### config.mk
export PLATFORM = sky130hd
export DESIGN_NAME = vga_sync
export DESIGN_NICKNAME = d
export VERILOG_FILES = /design/src/rtl/vga_sync.sv
export SDC_FILE = /design/constraint.sdc
export NUM_CORES = 1
export LEC_CHECK = 0
export ABC_AREA = 0
export ABC_CLOCK_PERIOD_IN_PS = 2500
export BUFFER_PORTS_ARGS = -buffer_cell sky130_fd_sc_hd__buf_4
export CAP_MARGIN = 10
export CORE_ASPECT_RATIO = 1.4
export CORE_UTILIZATION = 55
export CTS_BUF_LIST = sky130_fd_sc_hd__clkbuf_4 sky130_fd_sc_hd__clkbuf_8
export DETAILED_ROUTE_END_ITERATION = 8
export PLACE_DENSITY = 0.79
export SYNTH_ARGS = -nofsm -noshare
export SYNTH_HDL_FRONTEND = slang
export SYNTH_SLANG_ARGS = --single-unit
### constraint.sdc
create_clock -name clk -period 2.5 [get_ports clk]
set_input_delay 0.5 -clock clk [delete_from_list [all_inputs] [get_ports clk]]
set_output_delay 0.5 -clock clk [all_outputs]
set_load 0.01 [all_outputs]
### src/rtl/vga_sync.sv
// VGA 640x480@60 timing generator: pixel-tick divider, H/V counters, registered sync and colour.
// Latency: hsync/vsync/vga_rgb lag the counter state by one clk; sw reaches vga_rgb one clk after sampling.
// Backpressure: none; free-running raster driven straight to the connector pins.
module vga_sync #(
    parameter int HD      = 640,
    parameter int HF      = 16,
    parameter int HS      = 96,
    parameter int HB      = 48,
    parameter int VD      = 480,
    parameter int VF      = 10,
    parameter int VS      = 2,
    parameter int VB      = 33,
    parameter int CLK_DIV = 4
) (
    input  logic        clk,
    input  logic        rst,
    input  logic [11:0] sw,
    output logic        hsync,
    output logic        vsync,
    output logic [11:0] vga_rgb
);

    localparam int H_TOT = HD + HF + HS + HB;
    localparam int V_TOT = VD + VF + VS + VB;
    localparam int HW    = $clog2(H_TOT);
    localparam int VW    = $clog2(V_TOT);
    localparam int DW    = (CLK_DIV > 1) ? $clog2(CLK_DIV) : 1;

    localparam logic [DW-1:0] DIV_MAX  = DW'(CLK_DIV - 1);
    localparam logic [HW-1:0] H_MAX    = HW'(H_TOT - 1);
    localparam logic [VW-1:0] V_MAX    = VW'(V_TOT - 1);
    localparam logic [HW-1:0] H_DISP   = HW'(HD);
    localparam logic [VW-1:0] V_DISP   = VW'(VD);
    localparam logic [HW-1:0] H_SYNC_B = HW'(HD + HF);
    localparam logic [HW-1:0] H_SYNC_E = HW'(HD + HF + HS - 1);
    localparam logic [VW-1:0] V_SYNC_B = VW'(VD + VF);
    localparam logic [VW-1:0] V_SYNC_E = VW'(VD + VF + VS - 1);

    logic [DW-1:0] div_q,   div_d;
    logic [HW-1:0] h_cnt_q, h_cnt_d;
    logic [VW-1:0] v_cnt_q, v_cnt_d;
    logic          hsync_q, hsync_d;
    logic          vsync_q, vsync_d;
    logic [11:0]   rgb_q,   rgb_d;

    logic pix_tick;
    logic h_sync_n;
    logic v_sync_n;
    logic video_on;

    // Pixel tick, raster counters and the next values of the output registers.
    always_comb begin
        div_d    = div_q;
        h_cnt_d  = h_cnt_q;
        v_cnt_d  = v_cnt_q;
        pix_tick = (div_q == DIV_MAX);

        if (pix_tick) begin
            div_d = '0;
        end else begin
            div_d = div_q + 1'b1;
        end

        // The vertical counter only moves on the tick that ends a line.
        if (pix_tick) begin
            if (h_cnt_q == H_MAX) begin
                h_cnt_d = '0;
                if (v_cnt_q == V_MAX) begin
                    v_cnt_d = '0;
                end else begin
                    v_cnt_d = v_cnt_q + 1'b1;
                end
            end else begin
                h_cnt_d = h_cnt_q + 1'b1;
            end
        end

        h_sync_n = !((h_cnt_q >= H_SYNC_B) && (h_cnt_q <= H_SYNC_E));
        v_sync_n = !((v_cnt_q >= V_SYNC_B) && (v_cnt_q <= V_SYNC_E));
        video_on = (h_cnt_q < H_DISP) && (v_cnt_q < V_DISP);

        // Outputs are re-registered every clk so decode glitches never reach the pins.
        hsync_d = h_sync_n;
        vsync_d = v_sync_n;
        rgb_d   = video_on ? sw : 12'h000;
    end

    // State and output registers; reset parks the raster at the top-left with syncs idle.
    always_ff @(posedge clk or negedge rst) begin
        if (!rst) begin
            div_q   <= '0;
            h_cnt_q <= '0;
            v_cnt_q <= '0;
            hsync_q <= 1'b1;
            vsync_q <= 1'b1;
            rgb_q   <= 12'h000;
        end else begin
            div_q   <= div_d;
            h_cnt_q <= h_cnt_d;
            v_cnt_q <= v_cnt_d;
            hsync_q <= hsync_d;
            vsync_q <= vsync_d;
            rgb_q   <= rgb_d;
        end
    end

    assign hsync   = hsync_q;
    assign vsync   = vsync_q;
    assign vga_rgb = rgb_q;

endmodule

==> out/metrics.cfg <==
[detailed_routing]
drt_pass1_iterations=4
via_per_inst=5.452
wire_per_inst_um=14.23
drc_errors=0
drt-total-wl_um=3117
drtIter0Drc=42
vias=1194
ant_nets=0

[worst_setup_path]
crit_cells=4
crit_path_start_kind=register
cp_max_fo=11
cp-end-kind=register
crit_arrival_ns=1.98
slowest_stage=and4_1
critPathRequiredTime_ns=2.70
critPathKind=reg2reg
max_stage_delay_ns=0.47
critPathBufInv=0
reg2reg_slack_ns=0.72
rr_worst_depth=4
cp_top_family=simple AND/OR/NAND/NOR gates
cp_cell_sequence=nor4b_4 -> and4_1 -> nand2_1 -> o31ai_1

[cells_and_area]
mostFrequentLayoutCells=dfrtp_1 (34), buf_4 (27), and2_1 (14)
diodes=0
final_common_cell=dfrtp_1
area_delta_synth_final_pct=19.79
fillerInstances=231
drive_gt1_frac=0.2253
num-nets-final=201

[floorplan]
die-area_sq_um=3227
die_w_um=48.30
ioPinCount=28
initial_utilization=0.5793
core_sq_um=2849
num_rows=23
die_h_um=66.82

[logic_synthesis]
yosys-top-cells-area=dfrtp_1 (52%), and2_1 (5.3%), ha_1 (4.5%)
synth_area_leader_cell=dfrtp_1
synth.distinct_cells=34
yosysTopAreaCellShare=0.5155
synthCells=150
netlist_area_sq_um=1650
synth-seq-cells=36
avgSynthCellArea_sq_um=11.00
synth_nets=170
synth_warnings=0
ys_seq_area_frac=0.5474

[sta]
worst_slew_pin_slew_ns=0.5307
rsz0062_at_grt=false
min_period_ns=1.779
clock_skew_ns=0.004445
hold_viol=0
drv_slew=0
clock.fmax_ghz=0.5621
period_share=0.7116
max-slew-margin-rel=0.6449
setup_viol=0
holdWs_ns=0.1489
fin_tns_setup_ns=0

[pwr]
power_density_nw_per_um2=540.5
power.static_leakage_uw=0.0008923
vdd_drop_max_v=0.0005399

[place]
gp_congestion=0.8550
dp_hpwl_um=2206
portBuffers=27

[clock_network]
cts_sinks=36
cts_buffers=5
cts.clk_slew.worst_paths_ns=0.07
cts-root-buf=clkbuf_8
holdBufCountCts=0
clock_latency_ns=0.29
cts_resized=0
post_cts_buffers=0
cts_buffer_depth=2
cts_tree=built
htreeDepth=2

[worst_hold_path]
min_path_type=in2async

[grt]
grt_pass1_wl_um=4905
grt-ovfl-total=0
grt.total_usage=0.2286
antenna_found_initial=0
grt_max_degree=37
grt_pass1_vias=1116

[flow_run]
cap_violations=0

[outcome]
status=finished, final reports clean

==> synthesized netlist by cell type <==
| master | number |
|---|---|
| and3_2 | 2 |
| dfstp_2 | 2 |
| a22o_1 | 1 |
| o31ai_1 | 1 |
| nor3b_1 | 1 |
| nand2b_1 | 2 |
| mux2i_1 | 4 |
| o211ai_1 | 2 |
| a21oi_1 | 4 |
| xnor2_1 | 6 |
| nand3_1 | 8 |
| nand4_1 | 8 |
| nand4_4 | 1 |
| or4b_1 | 1 |
| o22ai_1 | 1 |
| dfrtp_1 | 34 |
| clkbuf_1 | 2 |
| nor2b_1 | 1 |
| nor4bb_1 | 1 |
| xor2_1 | 1 |
| nand2_1 | 9 |
| and4_1 | 1 |
| nor4b_4 | 1 |
| and2_1 | 14 |
| nor3_1 | 2 |
| or3_1 | 1 |
| nor4_1 | 2 |
| inv_1 | 8 |
| nor2_1 | 6 |
| a31oi_1 | 2 |
| o21ai_0 | 8 |
| and3_1 | 6 |
| buf_4 | 1 |
| ha_1 | 6 |
==> final timing paths <==
kind,start,endpoint
worst max register to register,h_cnt_q[6],v_cnt_q[5]
worst min register to register,div_q[0],div_q[0]
min in group clk,sw[7],vga_rgb[7]
max in group asynchronous,rst,vsync
worst min-delay path,rst,v_cnt_q[6]
worst max-delay path,h_cnt_q[6],v_cnt_q[5]
==> metrics by stage <==
step | power [uW] | area (sq um) | setup slack, ns | util | instances
after detailed placement | 660.3 | 1884 | 0.7691 | 0.6614 | 211
after floorplan | 617.6 | 1650 | 0.8952 | - | 150
final | 1069 | 1977 | 0.7210 | 0.6939 | 219
after global placement | 658.3 | 1884 | 0.8213 | 0.6614 | 211
after CTS | 1086 | 1977 | 0.7382 | 0.6939 | 219
after global routing | 1111 | 1977 | 0.5671 | 0.6939 | 219
==> sequential cells by signal, summed over array words and instances, names as in the netlist <==
signal   count
div_q        2
hsync        1
vga_rgb     12
vsync        1
h_cnt_q     10
v_cnt_q     10
==> cell families (layout without fill, tap and decap cells) <==
family                     after synthesis  in the layout  synth area share
AOI/OAI and AO/OA                       19             19           0.06672
xor gates and xnor gates                 7              7           0.03715
adders and majority gates                6              6           0.04549
buffers and inverters                   11             43           0.02730
DFF                                     36             36            0.5474
muxes                                    4              4           0.02426
and+or+nand+nor                         67             67            0.2517
==> layer usage <==
metal / up-vias / GRT usage / part of all wire
met5: - / 0 / 0
met4: 0 / 0.1181 / 0.020
met3: 6 / 0.07588 / 0.034
met2: 25 / 0.3583 / 0.54
met1: 576 / 0.2657 / 0.40
li1: 587 / - / -
==> report_power, final <==
| group | internal [uW] | switching [uW] | total [uW] |
|---|---|---|---|
| clock | 220 | 201 | 421 |
| combinational | 29.1 | 23.8 | 52.9 |
| sequential | 592 | 2.39 | 595 |
==> final cells by class <==
cell class	instances	area [sq um]	share of cell area
timing repair buffer	27	202.7	0.1025
clock buffer	6	82.58	0.04177
tap	37	46.29	0.02342
clock inverter	2	10.01	0.005063
sequential	36	903.4	0.4570
inverter	8	30.03	0.01519
multi-input combinational	103	701.9	0.3551
No activity file was read; power rests on OpenSTA's default activity.
